**src/rtl/pci_ctrl_pkg.sv**
```systemverilog
// Shared types and constants for the PCI_COM_LPT register-bus control path.
package pci_ctrl_pkg;

  typedef enum logic [2:0] {
    ST_IDLE,
    ST_PCI_RUN,
    ST_PCI_WAIT,
    ST_LOC_RUN,
    ST_LOC_WAIT,
    ST_DONE
  } state_t;

  localparam logic [3:0] CMD_IO_RD  = 4'b0010;
  localparam logic [3:0] CMD_IO_WR  = 4'b0011;
  localparam logic [3:0] CMD_CFG_RD = 4'b1010;
  localparam logic [3:0] CMD_CFG_WR = 4'b1011;

  localparam int PCI_MAX_LATENCY = 16;

  // Lowest pending byte lane; callers never pass an empty mask.
  function automatic logic [1:0] first_lane(input logic [3:0] m);
    if (m[0])      return 2'd0;
    else if (m[1]) return 2'd1;
    else if (m[2]) return 2'd2;
    else           return 2'd3;
  endfunction

endpackage

```
**src/rtl/pci_rr_arb2.sv**
```systemverilog
// Two-requester round-robin arbiter; last_grant commits only when an access completes.
module pci_rr_arb2 #(
  parameter bit LOC_FIRST = 1'b0
) (
  input  logic clk,
  input  logic reset,
  input  logic req_pci,
  input  logic req_loc,
  input  logic en,
  input  logic upd,
  input  logic upd_loc,
  output logic gnt_pci,
  output logic gnt_loc
);

  logic last_loc;

  // Seeding last_loc opposite to the preferred winner makes the first tie go its way.
  always_ff @(posedge clk or negedge reset) begin
    if (!reset)   last_loc <= ~LOC_FIRST;
    else if (upd) last_loc <= upd_loc;
  end

  always_comb begin
    gnt_pci = en & req_pci & (~req_loc | last_loc);
    gnt_loc = en & req_loc & (~req_pci | ~last_loc);
  end

endmodule

```
**src/rtl/pci_regbus_sequencer.sv**
```systemverilog
// Sequences PCI dword and local byte accesses onto the 8-bit register bus,
// splitting PCI dwords into one bus cycle per enabled byte lane.
module pci_regbus_sequencer
  import pci_ctrl_pkg::*;
#(
  parameter bit LOC_FIRST = 1'b0
) (
  input  logic        clk,
  input  logic        reset,
  input  logic        pci_req,
  input  logic        pci_wr,
  input  logic [5:0]  pci_addr,
  input  logic [3:0]  pci_be_n,
  input  logic [31:0] pci_wdata,
  input  logic        pci_abort,
  output logic        pci_ack,
  output logic [31:0] pci_rdata,
  input  logic        loc_req,
  input  logic        loc_wr,
  input  logic [7:0]  loc_addr,
  input  logic [7:0]  loc_wdata,
  output logic        loc_ack,
  output logic [7:0]  loc_rdata,
  output logic [7:0]  rb_addr,
  output logic [7:0]  rb_wdata,
  output logic        rb_wr,
  output logic        rb_rd,
  input  logic [7:0]  rb_rdata
);

  state_t      state, state_nxt;
  logic        gnt_pci, gnt_loc;
  logic        own_loc_p0, wr_p0;
  logic [3:0]  lanes_p0;
  logic [5:0]  addr_p0;
  logic [31:0] wdata_p0;
  logic [7:0]  laddr_p0, lwdata_p0;
  logic        cap_vld_p1;
  logic [1:0]  cap_lane_p1;
  logic [1:0]  cur_lane;
  logic [3:0]  rest;

  pci_rr_arb2 #(.LOC_FIRST(LOC_FIRST)) u_arb (
    .clk     (clk),
    .reset   (reset),
    .req_pci (pci_req),
    .req_loc (loc_req),
    .en      (state == ST_IDLE),
    .upd     (state == ST_DONE),
    .upd_loc (own_loc_p0),
    .gnt_pci (gnt_pci),
    .gnt_loc (gnt_loc)
  );

  always_comb begin
    cur_lane = first_lane(lanes_p0);
    rest     = lanes_p0 & ~(4'b0001 << cur_lane);
  end

  // Stage p0: grant latches the access; p1: read byte lands one cycle after its strobe.
  always_ff @(posedge clk or negedge reset) begin
    if (!reset) begin
      state       <= ST_IDLE;
      own_loc_p0  <= 1'b0;
      wr_p0       <= 1'b0;
      lanes_p0    <= 4'h0;
      cap_vld_p1  <= 1'b0;
      cap_lane_p1 <= 2'd0;
      pci_rdata   <= 32'h0;
      loc_rdata   <= 8'h0;
    end else begin
      state       <= state_nxt;
      cap_vld_p1  <= (state == ST_PCI_RUN) && !wr_p0;
      cap_lane_p1 <= cur_lane;
      if (gnt_pci) begin
        own_loc_p0 <= 1'b0;
        wr_p0      <= pci_wr;
        lanes_p0   <= ~pci_be_n;
      end else if (gnt_loc) begin
        own_loc_p0 <= 1'b1;
        wr_p0      <= loc_wr;
      end else if (state == ST_PCI_RUN) begin
        lanes_p0   <= rest;
      end
      if (gnt_pci)         pci_rdata <= 32'h0;
      else if (cap_vld_p1) pci_rdata[{cap_lane_p1, 3'b000} +: 8] <= rb_rdata;
      if (state == ST_LOC_WAIT) loc_rdata <= rb_rdata;
    end
  end

  always_ff @(posedge clk) begin
    if (gnt_pci) begin
      addr_p0  <= pci_addr;
      wdata_p0 <= pci_wdata;
    end
    if (gnt_loc) begin
      laddr_p0  <= loc_addr;
      lwdata_p0 <= loc_wdata;
    end
  end

  always_comb begin
    state_nxt = state;
    case (state)
      ST_IDLE: begin
        if (gnt_pci)      state_nxt = (pci_be_n == 4'hF) ? ST_DONE : ST_PCI_RUN;
        else if (gnt_loc) state_nxt = ST_LOC_RUN;
      end
      ST_PCI_RUN: begin
        if (pci_abort)      state_nxt = ST_IDLE;
        else if (rest == 0) state_nxt = wr_p0 ? ST_DONE : ST_PCI_WAIT;
      end
      ST_PCI_WAIT: state_nxt = pci_abort ? ST_IDLE : ST_DONE;
      ST_LOC_RUN:  state_nxt = wr_p0 ? ST_DONE : ST_LOC_WAIT;
      ST_LOC_WAIT: state_nxt = ST_DONE;
      ST_DONE:     state_nxt = ST_IDLE;
      default:     state_nxt = ST_IDLE;
    endcase
  end

  always_comb begin
    rb_addr  = 8'h0;
    rb_wdata = 8'h0;
    rb_wr    = 1'b0;
    rb_rd    = 1'b0;
    pci_ack  = 1'b0;
    loc_ack  = 1'b0;
    case (state)
      ST_PCI_RUN: begin
        rb_addr  = {addr_p0, cur_lane};
        rb_wdata = wr_p0 ? wdata_p0[{cur_lane, 3'b000} +: 8] : 8'h0;
        rb_wr    = wr_p0;
        rb_rd    = !wr_p0;
      end
      ST_LOC_RUN: begin
        rb_addr  = laddr_p0;
        rb_wdata = wr_p0 ? lwdata_p0 : 8'h0;
        rb_wr    = wr_p0;
        rb_rd    = !wr_p0;
      end
      ST_DONE: begin
        pci_ack = !own_loc_p0;
        loc_ack = own_loc_p0;
      end
      default: ;
    endcase
  end

endmodule

```
**config.mk**
```make
export PLATFORM = sky130hd
export DESIGN_NAME = pci_regbus_sequencer
export DESIGN_NICKNAME = d
export VERILOG_FILES = /design/src/rtl/pci_ctrl_pkg.sv /design/src/rtl/pci_rr_arb2.sv /design/src/rtl/pci_regbus_sequencer.sv
export SDC_FILE = /design/constraint.sdc
export NUM_CORES = 1
export LEC_CHECK = 0
export ABC_AREA = 1
export BUFFER_PORTS_ARGS = -buffer_cell sky130_fd_sc_hd__buf_2
export CAP_MARGIN = 20
export CELL_PAD_IN_SITES_DETAIL_PLACEMENT = 2
export CELL_PAD_IN_SITES_GLOBAL_PLACEMENT = 2
export CORE_ASPECT_RATIO = 0.6
export CORE_MARGIN = 2
export CORE_UTILIZATION = 31
export DETAILED_ROUTE_END_ITERATION = 10
export HOLD_SLACK_MARGIN = 0.03
export PLACE_DENSITY = 0.87
export SYNTH_ARGS = -nofsm -noshare
export SYNTH_HDL_FRONTEND = slang
export SYNTH_SLANG_ARGS = --single-unit
```
**constraint.sdc**
```tcl
create_clock -name clk -period 2.1 [get_ports clk]
set_input_delay 0.105 -clock clk [delete_from_list [all_inputs] [get_ports clk]]
set_output_delay 0.105 -clock clk [all_outputs]
set_load 0.005 [all_outputs]
```
* Word level (Yosys, flattened, before mapping) *
Cells that the tools add are included.

operators by class
  $add $sub $neg = 1
  $mul = 0
  divide/modulo/power cells = 0
  magnitude comparators = 0
  equal/unequal tests = 9
  shifts and indexed selects = 4
  mux-type cells = 30
  bitwise operators = 12
  reductions and logical operators = 11

operators with widths
  operator                                                                number
  32-bit two-way mux                                                      2
  32-bit bitwise mux                                                      1
  8-bit case mux with 2 select lines                                      2
  8-bit by 7-bit variable shift with 32-bit output, first input constant  1
  32-bit by 6-bit indexed part select with 8-bit output                   1
  8-bit by 7-bit indexed part select with 32-bit output                   1
  3-bit two-way mux                                                       7
  8-bit two-way mux                                                       2
  3-bit case mux with 5 select lines                                      1
  4-bit two-way mux                                                       3
  1-bit two-way mux                                                       10
  4-bit NOT                                                               2
  5-bit negator with 7-bit output                                         1
  3-bit by 2-bit equality test with 1-bit output, second input constant   2
  3-bit equality test, second input constant                              2
  2-bit nonzero test                                                      3
  1-bit bitwise AND                                                       4
  4-bit bitwise AND                                                       1
  4-bit equality test, second input constant                              1
  4-bit logical NOT                                                       1
  2-bit two-way mux                                                       2
  2-bit AND reduction                                                     2
  1-bit by 2-bit << shifter with 4-bit output, first input constant       1
  3-bit by 1-bit equality test with 1-bit output, second input constant   1
  other kinds (9)                                                         13

word-level totals
  bits in registers = 107
  latch bits = 0
  bits in writable memories = 0
  memory bits (read-only) = 0
  input bits = 73
  output and inout bits = 60
  logic and storage cells = 80
  memories = 0

* Longest topological paths before layout *
  depth in word-level cells = 10
  gate-level depth with buffers = 9
  depth with buffers taken out = 8

* Hierarchy *
From an unflattened synthesis, not the netlist that was laid out.

second synthesis, totals
  cells, all modules = 439
  area, all modules = 4638.2 um^2

modules (own cells, without submodules)
  module                instances  cells an instance  area each (um^2)  seq. area each (um^2)
  pci_regbus_sequencer  1          431                4581.9            2922.8
  pci_rr_arb2           1          8                  56.3              26.3

* Worst setup path before layout *
Ideal clock, no wire load.

  path type = register -> register
  start point = reg state[1]
  end point = reg pci_rdata[23]
  setup time = 133 ps
  arrival = 1763 ps
  data required time = 1967 ps
  setup slack = 204 ps
  cell stages (with the launch flop) = 8
  path buffers = 1
  clock period less this slack = 1896 ps
  path through = dfrtp_1 > buf_2 > nor2_2 > nand2_2 > nor2_4 > nor2_2 > nand2_1 > o21ai_0

between the ends
  longest elaborated chain between the ends = 4
  elaborated cells between the ends (all ways) = 5
  classes of those cells = 1 x mux; 2 x bitwise; 2 x reduce/logical

ends and longest elaborated chain
  what                                                      RTL line                    text
  start, declared                                           pci_regbus_sequencer.sv:31  state_t state, state_nxt;
  start signal, assigned                                    pci_regbus_sequencer.sv:72  state <= state_nxt;
  3-bit logical NOT *                                       pci_regbus_sequencer.sv:48  .en (state == ST_IDLE),
  1-bit bitwise AND * (2 in a row)                          pci_rr_arb2.sv:25           gnt_pci = en & req_pci & (~req_loc | last_loc);
  32-bit two-way mux or 2-bit nonzero test (tied branches)  -
  end signal, assigned by index                             pci_regbus_sequencer.sv:86  else if (cap_vld_p1) pci_rdata[{cap_lane_p1, 3'b000} +: 8] <= rb_rdata;
  end, declared                                             pci_regbus_sequencer.sv:17  output logic [31:0] pci_rdata,

Every way passes the cells marked *; elsewhere a longest branch is shown, timed or not.
A chain may end at the register's enable or synchronous reset.

* Worst setup path after layout *
  start point = reg lanes_p0[1]
  end point = out rb_wdata[1]

between the ends
  longest elaborated chain between the ends = 5

ends and longest elaborated chain
  what                                                   RTL line                     text
  start, declared                                        pci_regbus_sequencer.sv:34   logic [3:0] lanes_p0;
  start signal, assigned                                 pci_regbus_sequencer.sv:78   lanes_p0 <= ~pci_be_n;
  start signal, assigned                                 pci_regbus_sequencer.sv:83   lanes_p0 <= rest;
  2-bit two-way mux                                      pci_ctrl_pkg.sv:23           else if (m[1]) return 2'd1;
  2-bit two-way mux                                      pci_ctrl_pkg.sv:22           if (m[0]) return 2'd0;
  32-bit by 6-bit indexed part select with 8-bit output  pci_regbus_sequencer.sv:131  rb_wdata = wr_p0 ? wdata_p0[{cur_lane, 3'b000} +: 8] : 8'h0;
  8-bit two-way mux                                      pci_regbus_sequencer.sv:131
  8-bit case mux with 2 select lines                     pci_regbus_sequencer.sv:128  case (state)
  end, declared                                          pci_regbus_sequencer.sv:25   output logic [7:0] rb_wdata,

No other way between the ends.

==> summary by stage <==
Status
The flow ran to the end, and the final reports show no timing, DRC or antenna violations.

STA
The final total negative setup slack is 0 ns. The final critical path takes up approximately nine tenths of the cycle. The final-report max-slew violation count is 0. The final count of hold timing violations came to 0. In the post-route analysis, the smallest setup slack over all paths is slightly below 0.2 ns. For the pin with the worst max-slew slack, the measured transition is between 0.7 and 0.8 ns.

Setup violations remaining at the end of the flow were counted as 0. The worst-case clock skew is between 0.009 and 0.01 ns. Final hold analysis gives a worst-case slack of 0.0526 ns. The minimum clock period is ~1.9 ns. Setup repair after global routing left no endpoint under its margin. The relative slew slack is roughly 52%. The highest clock frequency the design can meet is between 500 and 600 MHz.

Logic synthesis
The cell type with the highest aggregate area in the netlist is sky130_fd_sc_hd__edfxtp_1. The area fraction of the dominant cell type after synthesis is approximately a third. In the post-synthesis netlist, the biggest area contributors are sky130_fd_sc_hd__edfxtp_1 34%, sky130_fd_sc_hd__dfrtp_1 28%, sky130_fd_sc_hd__nand2_1 11%.

Synthesis inferred between 100 and 150 register bits. The combined area of all synthesized cells is ~4700 um2. The number of warnings reported in the yosys synthesis log is 0.

Summing the sequential cell areas from Yosys gives 62.7% of the chip area. The number of nets produced by synthesis is 560. After technology mapping, the gate count stands at 482.

The unique cell type count in the Yosys netlist is 28. A synthesized cell averages just under 10 um2.

Routing
The number of vias in the routed layout is 4254. The average detailed-routed wire length per instance is between 15 and 20 um. In the routed layout, each cell is associated on average with a via count of roughly 4.8.

The number of nets with antenna violations after detailed routing is 0. For this run, design rule violations remaining after detail routing come to 0. The violation count after the first detailed-routing iteration is roughly 280. After detailed routing, the total wire length is between 15000 and 20000 um.

The detailed-routing iteration count for the pre-antenna-repair pass is 5.

Critical path
The endpoint arrival time on the critical path is 1.80 ns. The critical path required time is roughly 2.0 ns. The type of origin of the critical path is a flop.

Traced cell by cell, the critical path runs through nor2_4 -> buf_8 -> nand3_1 -> nand2_1 -> inv_1 -> o21ai_1 -> nand2_1 -> nand2_1 -> buf_2. The worst setup path is captured at a primary output. The maximum fanout along the worst path is 16. The largest single stage delay on the critical path is between 0.4 and 0.5 ns. The critical path is of the reg2out type. In this design, the critical path's most frequently occurring cell is sky130_fd_sc_hd__nand2_1. On the critical path, the stage with the largest delay is an instance of sky130_fd_sc_hd__dfrtp_2.

Clock network
Counting the buffers created by CTS gives 9. The clock tree root buffer cell is sky130_fd_sc_hd__clkbuf_16. The clock-pin slew reported for the worst setup and hold paths after clock tree synthesis is approximately 0.070 ns. The number of sinks handled by clock tree synthesis is between 100 and 150. The longest clock path from root to sink contains 2 buffers.

The CTS H-tree depth is 3. The TritonCTS clock tree is built. The clock reaches the later pin of the worst-skew pair after about 0.35 ns.

Global route
The global-route wire length before repair is approximately 27000 um. The total overflow reported by the global router is 0. Entering global routing, the biggest net connects 54 pins. The total routing usage reported by global routing is between 20% and 30%. The number of antenna violations at the first check in global routing came to 0. The via count of the first global-routing pass is roughly 4.8k.

Power and ir drop
The total power is roughly 8.4 mW. The worst ir drop on vdd is ~0.38 mV. For this design the ratio of total power to cell area is 1280 nW/um2.

The leakage power is between 3 and 4 nW.

Place
Before CTS, the worst setup slack after placement is about 0.0043 ns. At the end of routability-driven placement, the weighted congestion stood at approximately 0.84. The placed instance area is roughly 5600 um2. The count of input and output buffers is ~130.

After legalization and detailed placement, the total HPWL measured between 10000 and 15000 um. Once placement completed, the tool counted placed cells totaling 809.

Worst hold path
The class of the tightest hold or removal check is in2reg.

Floorplan
During I/O placement, the number of pins put on the boundary was approximately 130. The number of rows in the core area is 34. The effective utilization at floorplan is about a third. The die area is ~16000 um2. The die is between 150 and 200 um wide. The region available for standard cell placement spans between 10000 and 15000 um2.

In this run the vertical extent of the chip is approximately 99 um.

Cells and area
The number of nets in the final layout is between 700 and 800. The finished cells cover between 6000 and 7000 um2. The post-route non-filler standard cell count is 884.

The fraction of the core area covered by cells at the end of the flow is approximately 45%. The fraction of final layout cells with drive strength greater than 1 is between 20 and 30%. The number of antenna diodes in the final layout is 0. The post-synthesis to final-layout area growth is 40.4%.

Job
Across the run, the number of max-cap violations was 0.
path summary, 6_finish.rpt:
| kind | startpoint | to | slack (ns) | cells after the start |
|---|---|---|---|---|
| worst max-delay path | lanes_p0[1]$_DFFE_PN0P_ | rb_wdata[1] | 0.19 | 9 |
| worst min-delay path | pci_be_n[2] | lanes_p0[2]$_DFFE_PN0P_ | 0.05 | 4 |
| worst max register to register | cap_lane_p1[0]$_DFF_PN0_ | pci_rdata[13]$_DFFE_PN0P_ | 0.27 | 6 |
| worst min register to register | pci_rdata[24]$_DFFE_PN0P_ | pci_rdata[24]$_DFFE_PN0P_ | 0.48 | 2 |
| max in group asynchronous | reset | lanes_p0[1]$_DFFE_PN0P_ | 1.14 | 3 |
| min in group asynchronous | reset | loc_rdata[4]$_DFFE_PN0P_ | 0.42 | 3 |
state kept, by name (all words and copies together), names as in the netlist, 2 cells and up:
name,cells
laddr_p0,8
pci_rdata,32
wdata_p0,32
cap_lane_p1,2
state,3
lanes_p0,4
lwdata_p0,8
addr_p0,6
loc_rdata,8
layout by cell type, fill, tap and decap left out, drive strengths merged, types with 5 or more instances in the layout:
cell type	netlist	layout
ha	5	5
a21oi	11	11
nand2	143	143
inv	35	36
nor3	15	15
clkbuf	5	9
dlygate4sd3	0	58
buf	13	148
dfrtp	52	52
nor2	45	45
edfxtp	54	54
nand3	36	36
o21ai	38	38
a32o	6	6
nand4	18	18
layer usage:
| metal | routed length (um) | vias to the layer above | share of wire [%] | GRT usage [%] |
|---|---|---|---|---|
| li1 | - | 2018 | - | - |
| met1 | 7740 | 2127 | 46 | 28.4 |
| met2 | 8280 | 90 | 49 | 37.3 |
| met3 | 516 | 19 | 3.1 | 3.84 |
| met4 | 238 | 0 | 1.4 | 5.51 |
| met5 | 0 | - | 0 | 0 |
final cells by class:
class                   instances  area [um2]
clock buffers                   9         225
clock inverters                 7         123
fillers                      1592        8070
inverters                      38         150
multi-input cells             319        1530
flip-flops and latches        107        2950
well taps                     198         248
repair buffers                206        1380
cell usage after synthesis (all sizes together):
cell type and number:
a21oi 11, a32o 6, buf 13, clkbuf 5, clkinv 3, dfrtp 52, dfstp 1, edfxtp 54
ha 5, inv 35, mux2 1, nand2 143, nand3 36, nand4 18, nor2 45, nor3 15
o21ai 38, o22ai 1
report_power, final:
part	internal, mW	switching [mW]	leakage [nW]	total (mW)
clock	1.18	0.831	0.163	2.01
combinational	1.17	2.06	1.84	3.23
sequential	2.80	0.385	1.18	3.18
total	5.15	3.27	3.18	8.42
kinds of logic (layout without fill, tap and decap cells):
group / count (synthesis) / after routing / share of synthesized area (%)
flip-flops: 107 / 107 / 62.7
AND/OR/NAND/NOR: 257 / 257 / 23.9
buffers and inverters: 56 / 260 / 4.92
AO/OA/AOI/OAI: 56 / 56 / 6.86
adder cells (fa/ha/maj): 5 / 5 / 1.33
multiplexers: 1 / 1 / 0.239
critical path, delay by kind of cell (launching register included):
family / cells / cell delay (ns)
buf+inv: 3 / 0.35
compound gates: 1 / 0.11
flops: 1 / 0.44
simple gates: 5 / 0.55
repair_timing:
| item | in CTS | in global routing |
|---|---|---|
| endpoints found under the hold margin | 109 | 0 |
| endpoints found under the setup margin | 1 | 8 |
| hold buffers | 58 | 0 |
| setup buffers | 1 | 0 |
| gates resized for setup | 0 | 11 |
| pin swaps | 0 | 2 |
(Power assumes the default switching activity.)
